**src/rtl/eth_rx_pkg.sv**
```systemverilog
// Shared constants and types for the RMII receive path: CRC-32 parameters,
// frame-length defaults and the frame-check state encoding.
package eth_rx_pkg;

    localparam logic [31:0] CRC_POLY    = 32'hEDB88320;
    localparam logic [31:0] CRC_INIT    = 32'hFFFFFFFF;
    localparam logic [31:0] CRC_RESIDUE = 32'hDEBB20E3;

    localparam int DEF_MIN_LEN = 64;
    localparam int DEF_MAX_LEN = 1518;
    localparam int LEN_W       = 11;
    // Bytes parked behind the output register; together with it they hide the 4-byte FCS.
    localparam int LINE_D      = 4;

    typedef enum logic [2:0] {
        IDLE   = 3'd0,
        FILL   = 3'd1,
        STREAM = 3'd2,
        DROP   = 3'd3,
        END    = 3'd4
    } rx_state_e;

endpackage

```
**src/rtl/crc32_d8.sv**
```systemverilog
// Combinational one-byte update of a reflected CRC-32 register (LSB-first bit order).
module crc32_d8
    import eth_rx_pkg::*;
(
    input  logic [31:0] crc_in,
    input  logic [7:0]  d,
    output logic [31:0] crc_out
);

    // Eight unrolled shift/xor steps of the serial LFSR.
    always_comb begin
        crc_out = crc_in ^ {24'd0, d};
        for (int i = 0; i < 8; i++) begin
            if (crc_out[0]) begin
                crc_out = (crc_out >> 1) ^ CRC_POLY;
            end else begin
                crc_out = crc_out >> 1;
            end
        end
    end

endmodule

```
**src/rtl/rmii_rx_frame_check.sv**
```systemverilog
// Drains the RX byte FIFO, checks CRC-32 and length, strips the FCS and forwards
// the payload as a valid/ready byte stream with a per-frame error flag on the last byte.
module rmii_rx_frame_check
    import eth_rx_pkg::*;
#(
    parameter int MIN_LEN = DEF_MIN_LEN,
    parameter int MAX_LEN = DEF_MAX_LEN,
    parameter int CNT_W   = 16
) (
    input  logic             REF_CLK,
    input  logic             rst,
    input  logic             fifo_empty,
    input  logic [7:0]       fifo_dout,
    input  logic             fifo_EOD_out,
    output logic             fifo_rden,
    output logic [7:0]       m_data,
    output logic             m_valid,
    input  logic             m_ready,
    output logic             m_last,
    output logic             m_err,
    output logic [CNT_W-1:0] good_cnt,
    output logic [CNT_W-1:0] bad_cnt
);

    rx_state_e        state_r;
    logic [7:0]       line_r [LINE_D];
    logic [2:0]       fill_r;
    logic [31:0]      crc_r;
    logic [31:0]      crc_next_s;
    logic [LEN_W-1:0] len_r;
    logic [LEN_W-1:0] len_next_s;
    logic             end_bad_r;
    logic             pop_s;
    logic             frame_bad_s;

    crc32_d8 u_crc (
        .crc_in  (crc_r),
        .d       (fifo_dout),
        .crc_out (crc_next_s)
    );

    // Pop when a byte is present and the output register is free or being drained.
    always_comb begin
        pop_s = 1'b0;
        if (!rst && !fifo_empty && (state_r != END) && (!m_valid || m_ready)) begin
            pop_s = 1'b1;
        end else begin
            pop_s = 1'b0;
        end
    end

    // Length after this pop (saturating) and the end-of-frame verdict it implies.
    always_comb begin
        len_next_s  = len_r;
        frame_bad_s = 1'b0;
        if (len_r == {LEN_W{1'b1}}) begin
            len_next_s = len_r;
        end else begin
            len_next_s = len_r + LEN_W'(1);
        end
        frame_bad_s = (crc_next_s != CRC_RESIDUE) || (32'(len_next_s) < MIN_LEN);
    end

    assign fifo_rden = pop_s;

    // Frame FSM with delay line, CRC/length tracking, output register and counters.
    always_ff @(posedge REF_CLK) begin
        if (rst) begin
            state_r   <= IDLE;
            fill_r    <= 3'd0;
            crc_r     <= CRC_INIT;
            len_r     <= '0;
            end_bad_r <= 1'b0;
            for (int i = 0; i < LINE_D; i++) begin
                line_r[i] <= 8'd0;
            end
            m_data    <= 8'd0;
            m_valid   <= 1'b0;
            m_last    <= 1'b0;
            m_err     <= 1'b0;
            good_cnt  <= '0;
            bad_cnt   <= '0;
        end else begin
            if (m_valid && m_ready) begin
                m_valid <= 1'b0;
                m_last  <= 1'b0;
                m_err   <= 1'b0;
            end
            if (pop_s) begin
                crc_r <= crc_next_s;
                len_r <= len_next_s;
            end
            case (state_r)
                IDLE, FILL: begin
                    if (pop_s) begin
                        line_r[0] <= fifo_dout;
                        for (int i = 1; i < LINE_D; i++) begin
                            line_r[i] <= line_r[i-1];
                        end
                        fill_r <= fill_r + 3'd1;
                        if (fifo_EOD_out) begin
                            end_bad_r <= 1'b1;
                            state_r   <= END;
                        end else if (fill_r == 3'(LINE_D - 1)) begin
                            state_r <= STREAM;
                        end else begin
                            state_r <= FILL;
                        end
                    end
                end
                STREAM: begin
                    if (pop_s) begin
                        line_r[0] <= fifo_dout;
                        for (int i = 1; i < LINE_D; i++) begin
                            line_r[i] <= line_r[i-1];
                        end
                        m_data  <= line_r[LINE_D-1];
                        m_valid <= 1'b1;
                        if (fifo_EOD_out) begin
                            m_last    <= 1'b1;
                            m_err     <= frame_bad_s;
                            end_bad_r <= frame_bad_s;
                            state_r   <= END;
                        end else begin
                            m_last <= 1'b0;
                            m_err  <= 1'b0;
                            if (32'(len_next_s) >= MAX_LEN) begin
                                state_r <= DROP;
                            end
                        end
                    end
                end
                DROP: begin
                    // The line is frozen; its oldest byte becomes the error-tagged last byte.
                    if (pop_s && fifo_EOD_out) begin
                        m_data    <= line_r[LINE_D-1];
                        m_valid   <= 1'b1;
                        m_last    <= 1'b1;
                        m_err     <= 1'b1;
                        end_bad_r <= 1'b1;
                        state_r   <= END;
                    end
                end
                END: begin
                    for (int i = 0; i < LINE_D; i++) begin
                        line_r[i] <= 8'd0;
                    end
                    fill_r    <= 3'd0;
                    crc_r     <= CRC_INIT;
                    len_r     <= '0;
                    end_bad_r <= 1'b0;
                    if (end_bad_r) begin
                        if (bad_cnt != {CNT_W{1'b1}}) begin
                            bad_cnt <= bad_cnt + CNT_W'(1);
                        end
                    end else begin
                        if (good_cnt != {CNT_W{1'b1}}) begin
                            good_cnt <= good_cnt + CNT_W'(1);
                        end
                    end
                    state_r <= IDLE;
                end
                default: begin
                    state_r <= IDLE;
                end
            endcase
        end
    end

endmodule

```
**config.mk**
```make
export PLATFORM = sky130hd
export DESIGN_NAME = rmii_rx_frame_check
export DESIGN_NICKNAME = d
export VERILOG_FILES = /design/src/rtl/eth_rx_pkg.sv /design/src/rtl/crc32_d8.sv /design/src/rtl/rmii_rx_frame_check.sv
export SDC_FILE = /design/constraint.sdc
export NUM_CORES = 1
export LEC_CHECK = 0
export CORE_MARGIN = 2
export CORE_UTILIZATION = 25
export DETAILED_ROUTE_END_ITERATION = 12
export PLACE_DENSITY = 0.45
export SYNTH_ARGS = -nofsm -noshare
export SYNTH_HDL_FRONTEND = slang
export SYNTH_HIERARCHICAL = 1
export SYNTH_SLANG_ARGS = --single-unit
```
**constraint.sdc**
```tcl
create_clock -name REF_CLK -period 2.76 [get_ports REF_CLK]
set_clock_uncertainty 0.15 [all_clocks]
set_input_delay 0.276 -clock REF_CLK [delete_from_list [all_inputs] [get_ports REF_CLK]]
set_output_delay 0.276 -clock REF_CLK [all_outputs]
set_load 0.005 [all_outputs]
```
# Word-level counts from Yosys, hierarchy flattened
# Memory sizes are Yosys's and may differ from the RTL's.
# Index checks and enable logic that the tools add are counted.
word_totals:
  word_cells: 145
  ram_bits: 32
  n_memories: 1
  reg_bits: 93
op_classes:
  mux: 67
  n_reduce_logical: 22
  bitwise: 22
  add_sub_neg: 4
  order_cmp: 2
  n_eq_ne: 16
memory_table:
  columns: ["memory", "depth", "width", "rd", "rd_ports_with_merged_regs", "write_ports", "line_no", "source"]
  rows:
  - ["line_r", 4, 8, 4, 0, 4, "rmii_rx_frame_check.sv:26", "logic [7:0] line_r [LINE_D];"]
ops:
  columns: ["op", "n"]
  rows:
  - ["$mux 32", 8]
  - ["$mux 8", 14]
  - ["$not 13->14", 8]
  - ["$add 16x1->16 const B", 2]
  - ["$ne 16x16->1 const B", 2]
  - ["$ne 32x32->1 const B", 1]
  - ["$xor 32x8->32", 1]
  - ["$mux 1", 29]
  - ["$mux 3", 7]
  - ["$pmux 8 s2", 1]
  - ["$or 1x1->1", 12]
  - ["$add 11x1->11 const B", 1]
  - ["$eq 11x11->1 const B", 1]
  - ["$ge 11x11->1 const B", 1]
  - ["$lt 11x7->1 const B", 1]
  - ["$mux 11", 1]
  - ["$ne 2x2->1 const B", 5]
  - ["$eq 3x2->1 const B", 3]
  - ["$pmux 3 s3", 1]
  - ["$reduce_and 3->1", 3]
  - ["$ne 3x3->1 const B", 2]
  - ["$pmux 1 s2", 3]
  - ["$pmux 3 s2", 1]
  - ["$reduce_and 6->1", 1]
  - ["15 further kinds", 24]

# Longest topological paths before layout
logic_depth:
  ltp_word: 22
  depth_mapped: 10
  mapped_depth_nobuf: 10

# Cells and area by module
# Netlist, hierarchy kept.
by_module_without_submodules:
  columns: ["module", "cells_per_inst", "seq_area_each_um2", "area_per_inst_um2", "n_inst"]
  rows:
  - ["rmii_rx_frame_check", 638, 2582.5, 5382.7, 1]
  - ["crc32_d8", 64, 0.0, 954.7, 1]

# Least setup slack after synthesis
# No wires, ideal clock.
synth_path:
  path_kind: "reg2reg"
  start: "register crc_r[2]"
  end: "register m_err"
  stages_incl_launch_ff: 10
  slack_ns: 0.047
  arrival_time_ns: 2.434
  path_buffers: 0
  cell_sequence: "dfxtp_1 -> xnor2_4 -> xnor2_4 -> xnor3_1 -> or4b_1 -> nor4_1 -> nand3_1 -> a311oi_1 -> o22a_1 -> a311oi_1"
synth_lines:
  columns: ["item", "line_no", "source"]
  rows:
  - ["from (decl)", "rmii_rx_frame_check.sv:28", "logic [31:0] crc_r;"]
  - ["from (signal assigned)", "rmii_rx_frame_check.sv:90", "crc_r <= crc_next_s;"]
  - ["$xor 32x8->32 *", "crc32_d8.sv:12", "crc_out = crc_in ^ {24'd0, d};"]
  - ["$mux 32 * (3 in a row)", "crc32_d8.sv:14", "if (crc_out[0]) begin"]
  - ["$not 13->14 (no source line)", null, null]
  - ["$mux 32 * (3 in a row)", "crc32_d8.sv:14", null]
  - ["$not 13->14 (no source line)", null, null]
  - ["$mux 32 * (2 in a row)", "crc32_d8.sv:14", null]
  - ["named net crc_next_s[4]", "rmii_rx_frame_check.sv:29", "logic [31:0] crc_next_s;"]
  - ["$ne 32x32->1 *", "rmii_rx_frame_check.sv:61", "frame_bad_s = (crc_next_s != CRC_RESIDUE) || (32'(len_next_s) < MIN_LEN);"]
  - ["$logic_or 1x1->1 *", "rmii_rx_frame_check.sv:61", null]
  - ["$mux 1 *", "rmii_rx_frame_check.sv:119", "if (fifo_EOD_out) begin"]
  - ["$mux 1 *", "rmii_rx_frame_check.sv:112", "if (pop_s) begin"]
  - ["$pmux 1 s2 *", "rmii_rx_frame_check.sv:93", "case (state_r)"]
  - ["to (signal assigned)", "rmii_rx_frame_check.sv:121", "m_err <= frame_bad_s;"]
  - ["to (decl)", "rmii_rx_frame_check.sv:20", "output logic m_err,"]
# The timed path passes the listed nets; every way through them passes the cells marked *.
# A chain may end at the register's enable or synchronous reset.

# Worst setup path after layout
layout_path:
  start: "register crc_r[3]"
  end: "register m_err"
layout_lines:
  columns: ["item", "line_no"]
  rows:
  - ["$xor 32x8->32 *", "crc32_d8.sv:12"]
  - ["$mux 32 * (4 in a row)", "crc32_d8.sv:14"]
  - ["$not 13->14 (no source line)", null]
  - ["$mux 32 *", "crc32_d8.sv:14"]
  - ["$not 13->14 (no source line)", null]
  - ["$mux 32 * (3 in a row)", "crc32_d8.sv:14"]
  - ["named net crc_next_s[17]", "rmii_rx_frame_check.sv:29"]
  - ["$ne 32x32->1 *", "rmii_rx_frame_check.sv:61"]
  - ["$logic_or 1x1->1 *", "rmii_rx_frame_check.sv:61"]
  - ["$mux 1 *", "rmii_rx_frame_check.sv:119"]
  - ["$mux 1 *", "rmii_rx_frame_check.sv:112"]
  - ["$pmux 1 s2 *", "rmii_rx_frame_check.sv:93"]
# Marked as above.

==> report_table.html <==
<table>
<tr><th>Metric</th><th>Value</th></tr>
<tr><th colspan="2">Outcome</th></tr>
<tr><td>Result of the run</td><td>complete, no violations</td></tr>
<tr><th colspan="2">Clock network</th></tr>
<tr><td>Root buf cell</td><td>clkbuf_16</td></tr>
<tr><td>Max Buffers Root-to-Sink</td><td>2</td></tr>
<tr><td>Clock latency of the later-clocked register in the worst-skew pair</td><td>about 0.42 ns</td></tr>
<tr><td>Sink count of the clock tree</td><td>~130</td></tr>
<tr><td>CTS clk-pin slew, worst paths</td><td>~0.06 ns</td></tr>
<tr><td>Count of H-tree levels built during CTS</td><td>4</td></tr>
<tr><td>Clock buffers created by TritonCTS</td><td>17</td></tr>
<tr><td>TritonCTS clock tree</td><td>yes</td></tr>
<tr><th colspan="2">Power and ir drop</th></tr>
<tr><td>Largest voltage drop on the vdd net</td><td>roughly 0.00041 V</td></tr>
<tr><td>Total power density per cell area</td><td>roughly 870 mW/mm^2</td></tr>
<tr><td>Leakage power</td><td>between 0.003 and 0.004 uW</td></tr>
<tr><th colspan="2">Placement</th></tr>
<tr><td>DP HPWL</td><td>between 10,000 and 15,000 microns</td></tr>
<tr><td>Final Wtd Congestion</td><td>approximately 0.8</td></tr>
<tr><td>Port buffer count</td><td>between 50 and 60</td></tr>
<tr><td>Instance area at placement</td><td>~0.0077 sq mm</td></tr>
<tr><td>Worst setup slack after placement</td><td>-0.6069 ns</td></tr>
<tr><th colspan="2">Cells and area</th></tr>
<tr><td>Area overhead of the layout relative to synthesis</td><td>31.75%</td></tr>
<tr><td>Nets</td><td>about 830</td></tr>
<tr><td>Post-route core utilization</td><td>0.3335</td></tr>
<tr><td>Antenna diodes</td><td>0</td></tr>
<tr><td>Fin area</td><td>0.008349 sq mm</td></tr>
<tr><td>Layout cell share with drive strength beyond 1</td><td>0.1665</td></tr>
<tr><th colspan="2">Global route</th></tr>
<tr><td>Wire length of the first global-routing pass</td><td>~25,000 microns</td></tr>
<tr><td>Met1 capacity usage during global routing</td><td>0.1638</td></tr>
<tr><td>Overall global routing resource usage</td><td>0.1178</td></tr>
<tr><td>Fraction of met3 tracks used by global routing</td><td>0.03149</td></tr>
<tr><td>Via count of the first global-routing pass</td><td>4,664</td></tr>
<tr><td>Pin count of the biggest net entering global routing</td><td>slightly below 60</td></tr>
<tr><td>Met2 Use GR</td><td>0.1787</td></tr>
<tr><td>Total grt overflow</td><td>0</td></tr>
<tr><td>Number of antenna violations at the first check in global routing</td><td>0</td></tr>
<tr><td>Layer with the highest usage after global routing</td><td>met2</td></tr>
<tr><th colspan="2">Route</th></tr>
<tr><td>Violation count after the first detailed-routing iteration</td><td>266</td></tr>
<tr><td>Remaining antenna violation count after routing</td><td>0</td></tr>
<tr><td>First-pass DRT Iterations</td><td>4</td></tr>
<tr><td>Via density</td><td>roughly 4.3</td></tr>
<tr><td>Post-detailed-route wirelength per cell</td><td>roughly 13 microns</td></tr>
<tr><td>Drt total wl</td><td>between 15,000 and 20,000 microns</td></tr>
<tr><td>Overall via count from detail_route</td><td>around 5,000</td></tr>
<tr><td>DRC</td><td>0</td></tr>
<tr><th colspan="2">Floorplan</th></tr>
<tr><td>Starting density of the core</td><td>0.2531</td></tr>
<tr><td>I/O pin total</td><td>57</td></tr>
<tr><td>Std cell rows</td><td>58</td></tr>
<tr><td>Die area</td><td>roughly 0.027 sq mm</td></tr>
<tr><td>Vertical extent of the die</td><td>~160 microns</td></tr>
<tr><td>Die span in x</td><td>~160 microns</td></tr>
<tr><td>CORE AREA</td><td>0.02504 sq mm</td></tr>
<tr><th colspan="2">Worst setup path</th></tr>
<tr><td>Largest incremental delay on the critical path</td><td>0.52 ns</td></tr>
<tr><td>Slowest library cell on the worst path</td><td>xnor3_2</td></tr>
<tr><td>WP buf/inv</td><td>0</td></tr>
<tr><td>Worst setup SP type</td><td>flip-flop</td></tr>
<tr><td>CP endpoint kind</td><td>flip-flop</td></tr>
<tr><td>Required time worst endpoint</td><td>between 2 and 3 ns</td></tr>
<tr><td>Largest fanout on the critical path</td><td>4</td></tr>
<tr><td>Type of the worst setup path</td><td>reg -&gt; reg</td></tr>
<tr><td>Ordered cell list for the critical path</td><td>xnor2_4 -&gt; xnor3_2 -&gt; xor3_1 -&gt; nor4bb_1 -&gt; nand3_1 -&gt; a311oi_2 -&gt; o22a_1 -&gt; a311oi_1</td></tr>
<tr><td>Worst EP arrival</td><td>about 2.9 ns</td></tr>
<tr><td>Critical path's top delay family</td><td>XOR/XNOR gates</td></tr>
<tr><th colspan="2">Yosys</th></tr>
<tr><td>Number of enable flip-flop cells after synthesis</td><td>8</td></tr>
<tr><td>Async set-reset flop share out of synthesis</td><td>0</td></tr>
<tr><td>Synthesized area divided by synthesized cell count</td><td>about 9 sq um</td></tr>
<tr><td>Cell count after synthesis</td><td>roughly 700</td></tr>
<tr><td>Netlist Area Pre-Place</td><td>roughly 0.0063 sq mm</td></tr>
<tr><td>Main area contributors after synthesis</td><td>dfxtp_1, nand2_1, xnor2_1</td></tr>
<tr><td>Sequential share of the synthesized area</td><td>0.4075</td></tr>
<tr><td>Commonest cells post-synth</td><td>nand2_1, dfxtp_1, nor2_1</td></tr>
<tr><td>Number of flip-flops and latches in the synthesized netlist</td><td>around 130</td></tr>
<tr><td>Number of distinct library cells after synthesis</td><td>67</td></tr>
<tr><td>Cell type contributing the most total cell area after synthesis</td><td>dfxtp_1</td></tr>
<tr><td>Net Count, Synth</td><td>720</td></tr>
<tr><td>Number of warning messages in the yosys log</td><td>6</td></tr>
<tr><td>Primary FF master, synth</td><td>dfxtp_1</td></tr>
<tr><td>Cell with the most instances after synthesis</td><td>nand2_1</td></tr>
<tr><td>Portion of synthesized cell area occupied by the leading cell type</td><td>0.3696</td></tr>
<tr><th colspan="2">STA</th></tr>
<tr><td>Number of slew-limit violations in the final report</td><td>0</td></tr>
<tr><td>Hold Vio Cnt, Final</td><td>0</td></tr>
<tr><td>Setup violation total in the final timing report</td><td>0</td></tr>
<tr><td>Slew headroom</td><td>0.2464</td></tr>
<tr><td>Setup repair after global routing missed its margin</td><td>yes</td></tr>
<tr><td>Setup TNS</td><td>0 ns</td></tr>
<tr><td>Crit share post-route</td><td>0.9907</td></tr>
<tr><td>Max Clk Rate</td><td>between 0.3 and 0.4 GHz</td></tr>
<tr><td>Time the final worst path needs with I/O delays and setup</td><td>roughly 2.7 ns</td></tr>
<tr><td>Measured slew at the worst slew-check pin</td><td>around 1.1 ns</td></tr>
<tr><td>Final WS setup</td><td>0.02558 ns</td></tr>
<tr><th colspan="2">Run</th></tr>
<tr><td>MaxCap Viol Count</td><td>0</td></tr>
<tr><th colspan="2">Min path</th></tr>
<tr><td>Worst min-delay path category</td><td>in -&gt; reg</td></tr>
</table>
final timing paths:
kind	start	endpoint	slack (ns)	cells after the start
worst min register to register	line_r[2][0]	line_r[2][0]	0.30	2
worst min-delay path	fifo_dout[3]	line_r[0][3]	0.20	3
worst max register to register	crc_r[3]	m_err	0.03	8
worst max-delay path	crc_r[3]	m_err	0.03	8
metrics by stage:
stage                     hold slack, ns  total power [uW]  instances
after detailed placement          0.2922              4973       1119
final                             0.1977              7283       1153
after global placement            0.2864              5002       1119
after global routing              0.1971              7693       1153
after floorplan                   0.2346              3734        702
after CTS                         0.1995              7367       1152
area by class of cell:
class                      count  area (sq um)
fill                        2601         16690
multi-input combinational    532          3605
sequential                   125          2585
timing repair buffer         127          1111
clock buffer                  19         454.2
tap                          330         412.9
clock inverter                13         155.1
inverter                       7         26.28
worst register-to-register path, stage by stage (launching register included):
cell and delay, ns:
dfxtp_1 0.36, xnor2_4 0.27, xnor3_2 0.52, xor3_1 0.36
nor4bb_1 0.26, nand3_1 0.13, a311oi_2 0.33, o22a_1 0.18
a311oi_1 0.05
cell families (layout without fill, tap and decap cells):
kind of cell / count (synthesis) / count (layout) / share of synthesized area
buffers and inverters: 45 / 166 / 0.03337
xor gates and xnor gates: 101 / 101 / 0.2026
AOI/OAI and AO/OA: 69 / 69 / 0.06989
muxes: 12 / 12 / 0.01915
and+or+nand+nor: 345 / 345 / 0.2577
DFF: 125 / 125 / 0.4075
adders and majority gates: 5 / 5 / 0.009872
repair_timing:
action / 4_1_cts / 5_1_grt
buffers inserted: 0 / 1
hold endpoints to repair: 2 / 0
gates resized for setup: 6 / 7
pin swaps: 2 / 3
hold buffers: 1 / 0
setup endpoints to repair: 2 / 2
cell usage in the layout (no fill, tap or decap), types with 8 or more instances in the layout:
cell	instances
a21oi_1	13
and2_1	11
and3_1	8
buf_4	67
clkbuf_16	18
clkdlybuf4s50_1	52
dfxtp_1	115
edfxtp_1	8
mux2i_1	11
nand2_1	145
nand2b_1	9
nand3_1	55
nand4_1	15
nor2_1	69
o21ai_0	33
xnor2_1	46
xnor3_1	10
xor2_1	24
state kept, by name, indices dropped and copies added, names as in the netlist, 3 cells and up:
signal / count
bad_cnt: 16
state_r: 3
crc_r: 32
m_data: 8
line_r: 32
len_r: 11
fill_r: 3
good_cnt: 16
power breakdown:
part	total (uW)	leakage [uW]	switching, uW	internal (uW)
sequential	2120	0.00104	130	1990
combinational	2860	0.00199	1140	1720
clock	2310	0.000294	900	1410
total	7280	0.00332	2170	5110
per-layer routing:
metal | share of wire | wire length (microns)
met1 | 0.51 | 7699
met2 | 0.44 | 6571
met3 | 0.039 | 585
met4 | 0.010 | 157
met5 | 0 | 0
Power figures use the tool's default switching activity.
